===== config.mk =====
export PLATFORM = sky130hd
export DESIGN_NAME = result_bcd_converter
export DESIGN_NICKNAME = d
export VERILOG_FILES = /design/src/rtl/result_bcd_converter.sv
export SDC_FILE = /design/constraint.sdc
export NUM_CORES = 1
export LEC_CHECK = 0
export CORE_AREA = 4 4 72 74
export DETAILED_ROUTE_END_ITERATION = 10
export DIE_AREA = 0 0 76 78
export PLACE_DENSITY = 0.81
export SYNTH_ARGS = -nofsm -noshare
export SYNTH_HDL_FRONTEND = slang
export SYNTH_SLANG_ARGS = --single-unit

===== constraint.sdc =====
create_clock -name CLK100MHZ -period 4.55 [get_ports CLK100MHZ]
set_input_delay 1.365 -clock CLK100MHZ [delete_from_list [all_inputs] [get_ports CLK100MHZ]]
set_output_delay 1.365 -clock CLK100MHZ [all_outputs]
set_load 0.005 [all_outputs]

===== src/rtl/result_bcd_converter.sv =====
// Sequential binary-to-BCD stage behind the ALU: sign plus three decimal digits
// via shift-add-3, one bit per clock, with registered digits for the display mux.
module result_bcd_converter #(
    parameter bit          AUTO  = 1'b1,
    parameter int unsigned NBITS = 8
) (
    input  logic       CLK100MHZ,
    input  logic       RESET,
    input  logic       START,
    input  logic [7:0] VALUE,
    input  logic [1:0] MODE,
    output logic       BUSY,
    output logic       DONE,
    output logic       VALID,
    output logic       NEG,
    output logic [3:0] BCD2,
    output logic [3:0] BCD1,
    output logic [3:0] BCD0
);

    localparam int unsigned CNT_W = 4;
    localparam int unsigned ACC_W = 12;
    localparam logic [CNT_W-1:0] LAST_BIT = CNT_W'(NBITS - 1);

    typedef enum logic [1:0] {
        IDLE   = 2'd0,
        SHIFT  = 2'd1,
        FINISH = 2'd2
    } state_t;

    state_t             r_state, w_state_nxt;
    logic [7:0]         r_val, w_val_nxt;
    logic [1:0]         r_mode, w_mode_nxt;
    logic               r_sign, w_sign_nxt;
    logic [7:0]         r_shift, w_shift_nxt;
    logic [ACC_W-1:0]   r_acc, w_acc_nxt;
    logic [CNT_W-1:0]   r_cnt, w_cnt_nxt;
    logic               r_busy, w_busy_nxt;
    logic               r_done, w_done_nxt;
    logic               r_valid, w_valid_nxt;
    logic               r_neg, w_neg_nxt;
    logic [ACC_W-1:0]   r_bcd, w_bcd_nxt;

    logic               w_trigger;
    logic               w_sign;
    logic [7:0]         w_ext;
    logic [7:0]         w_mag;
    logic [ACC_W-1:0]   w_acc_adj;

    function automatic logic [3:0] add3(input logic [3:0] n);
        return (n >= 4'd5) ? 4'(n + 4'd3) : n;
    endfunction

    // Sign, width extension and magnitude of the incoming ALU result
    always_comb begin
        w_sign = 1'b0;
        w_ext  = VALUE;
        case (MODE)
            2'b01: begin
                w_sign = VALUE[4];
                w_ext  = {{3{VALUE[4]}}, VALUE[4:0]};
            end
            2'b10:   w_sign = VALUE[7];
            2'b11:   w_ext  = {4'b0000, VALUE[3:0]};
            default: w_sign = 1'b0;
        endcase
        w_mag = w_sign ? 8'(~w_ext + 8'd1) : w_ext;
    end

    assign w_trigger = START || (AUTO && ({VALUE, MODE} != {r_val, r_mode}));
    assign w_acc_adj = {add3(r_acc[11:8]), add3(r_acc[7:4]), add3(r_acc[3:0])};

    // Next-state and datapath updates
    always_comb begin
        w_state_nxt = r_state;
        w_val_nxt   = r_val;
        w_mode_nxt  = r_mode;
        w_sign_nxt  = r_sign;
        w_shift_nxt = r_shift;
        w_acc_nxt   = r_acc;
        w_cnt_nxt   = r_cnt;
        w_busy_nxt  = r_busy;
        w_done_nxt  = 1'b0;
        w_valid_nxt = r_valid;
        w_neg_nxt   = r_neg;
        w_bcd_nxt   = r_bcd;
        case (r_state)
            IDLE: begin
                if (w_trigger) begin
                    w_val_nxt   = VALUE;
                    w_mode_nxt  = MODE;
                    w_sign_nxt  = w_sign;
                    w_shift_nxt = w_mag;
                    w_acc_nxt   = '0;
                    w_cnt_nxt   = '0;
                    w_busy_nxt  = 1'b1;
                    w_state_nxt = SHIFT;
                end
            end
            SHIFT: begin
                {w_acc_nxt, w_shift_nxt} = {w_acc_adj[ACC_W-2:0], r_shift, 1'b0};
                w_cnt_nxt = CNT_W'(r_cnt + 1'b1);
                if (r_cnt == LAST_BIT) begin
                    w_state_nxt = FINISH;
                end
            end
            FINISH: begin
                w_bcd_nxt   = r_acc;
                w_neg_nxt   = r_sign;
                w_done_nxt  = 1'b1;
                w_valid_nxt = 1'b1;
                w_busy_nxt  = 1'b0;
                w_state_nxt = IDLE;
            end
            default: w_state_nxt = IDLE;
        endcase
    end

    always_ff @(posedge CLK100MHZ) begin
        if (RESET) begin
            r_state <= IDLE;
            r_val   <= '0;
            r_mode  <= '0;
            r_sign  <= 1'b0;
            r_shift <= '0;
            r_acc   <= '0;
            r_cnt   <= '0;
            r_busy  <= 1'b0;
            r_done  <= 1'b0;
            r_valid <= 1'b0;
            r_neg   <= 1'b0;
            r_bcd   <= '0;
        end else begin
            r_state <= w_state_nxt;
            r_val   <= w_val_nxt;
            r_mode  <= w_mode_nxt;
            r_sign  <= w_sign_nxt;
            r_shift <= w_shift_nxt;
            r_acc   <= w_acc_nxt;
            r_cnt   <= w_cnt_nxt;
            r_busy  <= w_busy_nxt;
            r_done  <= w_done_nxt;
            r_valid <= w_valid_nxt;
            r_neg   <= w_neg_nxt;
            r_bcd   <= w_bcd_nxt;
        end
    end

    assign BUSY  = r_busy;
    assign DONE  = r_done;
    assign VALID = r_valid;
    assign NEG   = r_neg;
    assign BCD2  = r_bcd[11:8];
    assign BCD1  = r_bcd[7:4];
    assign BCD0  = r_bcd[3:0];

endmodule


==> impl_metrics.yaml <==
placement:
  dpl-instance-area_um2: 2930
  dp.cells: 377
  io_buffers: 28
  dpl_worst_slack_ns: 0.645
  dpl.hpwl_mm: 3.87
  place_congestion: 0.803
detailed_routing:
  wl_per_cell_um: 14.3
  dr_total_vias: 2208
  totalWireLength_mm: 5.49
  ant_nets: 0
  drc: 0
  drt_first_pass_iters: 4
  drt-initial-drc-count: 133
  via_per_inst: 5.74
clock_network:
  clock_path_buffers: 2
  cts_tree: "done"
  clock-sinks: 53
  cts-htree-levels: 2
  cts_buffers: 5
  cts_resized: 0
  path_clk_slew_ns: 0.10
  cts_setup_buffers: 0
  hold_buffers: 0
  clockRootBuffer: "clkbuf_8"
  insertion_delay_ns: 0.30
floorplan:
  chipHeight_um: 78
  initial_core_util: 0.574
  core-area_um2: 4600
  rows: 25
  fp.dieW_um: 76
  die_area_um2: 5930
  ios: 29
sta:
  rsz0062_at_grt: "false"
  tns_ns: 0
  setup_violations: 0
  hold_slack_ns: 0.458
  fmax_ghz: 0.277
  layout_min_cycle_time_ns: 3.61
  hold_viol: 0
  worstMarginPinSlew_ns: 1.07
  fin_ws_ns: 0.942
  skew_ns: 0.0103
  drv_slew: 0
  min_period_over_period: 0.793
  relSlewSlack: 0.288
layout:
  n_fill_cell: 398
  final-instance-count-excl-fill: 385
  nets: 354
  drive_gt1_frac: 0.0544
  antenna_cells: 0
  fin_area_um2: 3020
  area_delta_synth_final_pct: 14.3
  multiInputGateArea_um2: 1450
  seqCellArea_um2: 1060
global_routing:
  grt_pass1_vias: 2084
  antenna_found_initial: 0
  grt_max_degree: 37
  grt-ovfl-total: 0
  grt.total_usage: 0.190
  grt_pass1_wl_mm: 9.50
logic_synthesis:
  ys_top_cells_by_count: "53 x dfxtp_1, 50 x nand2_1, 27 x a21oi_1"
  synthFlopType: "dfxtp_1"
  synth_top_area_share: 0.402
  synth_area_leaders: "dfxtp_1 40%, nand2_1 7.1%, ha_1 5.2%"
  netlist_area_um2: 2640
  synth.avg_cell_area_um2: 8.54
  syn_inst: 309
  ys_types: 47
  ys_ff_latch: 53
  ys_warn_count: 0
  synth_fp_nets: 333
  synth.most_common_cell: "dfxtp_1"
  async_reset_ff_frac: 0
  seq_area_frac_synth: 0.402
  yosys.area.top_type: "dfxtp_1"
  synth_edf_count: 0
worst_setup_path:
  rrSetupSlack_ns: 2.33
  path_max_fanout: 21
  critPathKind: "primary input to flop"
  cp.arrival_ns: 3.79
  crit_path_start_kind: "primary input"
  worstSetupEndpointType: "flop"
  regToRegEndpoint: "r_mode[1]"
  reg2reg_depth: 6
  worstReg2RegStart: "r_state[1]"
  crit_required_ns: 4.73
run:
  maxCapViolCount: 0
power:
  p_leak_nw: 1.16
  ir_drop_v: 0.000165
  cellPowerDensity_nw_per_um2: 285
min_path:
  min_from: "r_bcd[3]"
  worstHoldEndpoint: "r_bcd[3]"
  whs_path_depth: 2
  hold_path.class: "flop to flop"
run_status:
  status: "finished, final reports clean"
-- flip-flops by register name, indices dropped and copies added (netlist names), 2 cells and up --
name and cells:
r_acc 12, r_bcd 12, r_shift 8, r_val 8, r_cnt 4, r_mode 2, r_state 2
-- critical path, cell delays in order --
cell             delay, ns
clkdlybuf4s50_1       0.71
xor2_1                0.19
nor4_1                0.09
a31oi_2               0.85
buf_4                 0.32
mux2i_1               0.20
nor2_1                0.06
-- cells by family (layout without fill, tap and decap cells) --
kind of cell               after synthesis  count (layout)  synth area share
adders and majority gates               11              11            0.0521
DFF                                     53              53             0.402
muxes                                   11              11            0.0427
buffers and inverters                   31              53            0.0493
AOI/OAI and AO/OA                       71              71             0.182
and+or+nand+nor                        114             114             0.206
xor gates and xnor gates                18              18            0.0654
-- area by class of cell --
type                            instances  area share
Multi-Input combinational cell        225       0.480
Clock inverter                          2     0.00498
Tap cell                               54      0.0224
Inverter                               15      0.0187
Timing Repair Buffer                   30      0.0979
Clock buffer                            6      0.0241
Sequential cell                        53       0.352
-- where the power goes --
group | switching (mW) | internal (mW)
combinational | 0.0609 | 0.0467
clock | 0.152 | 0.109
sequential | 0.0108 | 0.479
-- how the worst max path moves through the flow --
stage / slack [ns] / endpoint / from
after floorplan: 1.67 / r_shift[1] / MODE[0]
after global placement: 0.68 / r_shift[1] / MODE[0]
after detailed placement: 0.65 / r_shift[1] / MODE[0]
after CTS: 0.96 / r_shift[1] / MODE[1]
after global routing: 0.75 / r_val[3] / VALUE[4]
final: 0.94 / r_mode[1] / VALUE[4]
-- routing by layer --
layer / up-vias / part of all wire / global-route usage
li1: 1112 / - / -
met1: 1050 / 0.48 / 0.244
met2: 38 / 0.47 / 0.318
met3: 8 / 0.033 / 0.0383
met4: 0 / 0.014 / 0.0623
met5: - / 0 / 0
-- per-stage QoR --
stage          total power [mW]   util
6_report                  0.858  0.656
2_1_floorplan             0.572      -
3_3_place_gp              0.603  0.637
5_1_grt                   0.898  0.656
4_1_cts                   0.862  0.656
3_5_place_dp              0.607  0.637
-- layout by cell type (no fill, tap or decap), drive strengths merged, types with 2 or more instances in the layout --
| cell type | synthesis | routed |
|---|---|---|
| o31a | 3 | 3 |
| a2bb2oi | 3 | 3 |
| nand3b | 4 | 4 |
| clkinvlp | 0 | 2 |
| a221oi | 2 | 2 |
| xor2 | 13 | 13 |
| nor3 | 6 | 6 |
| o41ai | 2 | 2 |
| ha | 11 | 11 |
| xnor2 | 5 | 5 |
| dfxtp | 53 | 53 |
| nor4 | 3 | 3 |
| nor2 | 26 | 26 |
| a21oi | 27 | 27 |
| a32o | 2 | 2 |
| buf | 4 | 2 |
| a221o | 4 | 4 |
| nand2b | 7 | 7 |
| a22oi | 3 | 3 |
| inv | 15 | 15 |
| a22o | 5 | 5 |
| mux2 | 2 | 2 |
| clkbuf | 12 | 6 |
| o21ai | 12 | 12 |
| clkdlybuf4s50 | 0 | 28 |
| and3 | 4 | 4 |
| nand2 | 50 | 50 |
| a31oi | 2 | 2 |
| nor3b | 4 | 4 |
| mux2i | 9 | 9 |
| nor2b | 4 | 4 |
Power figures use the tool's default switching activity.
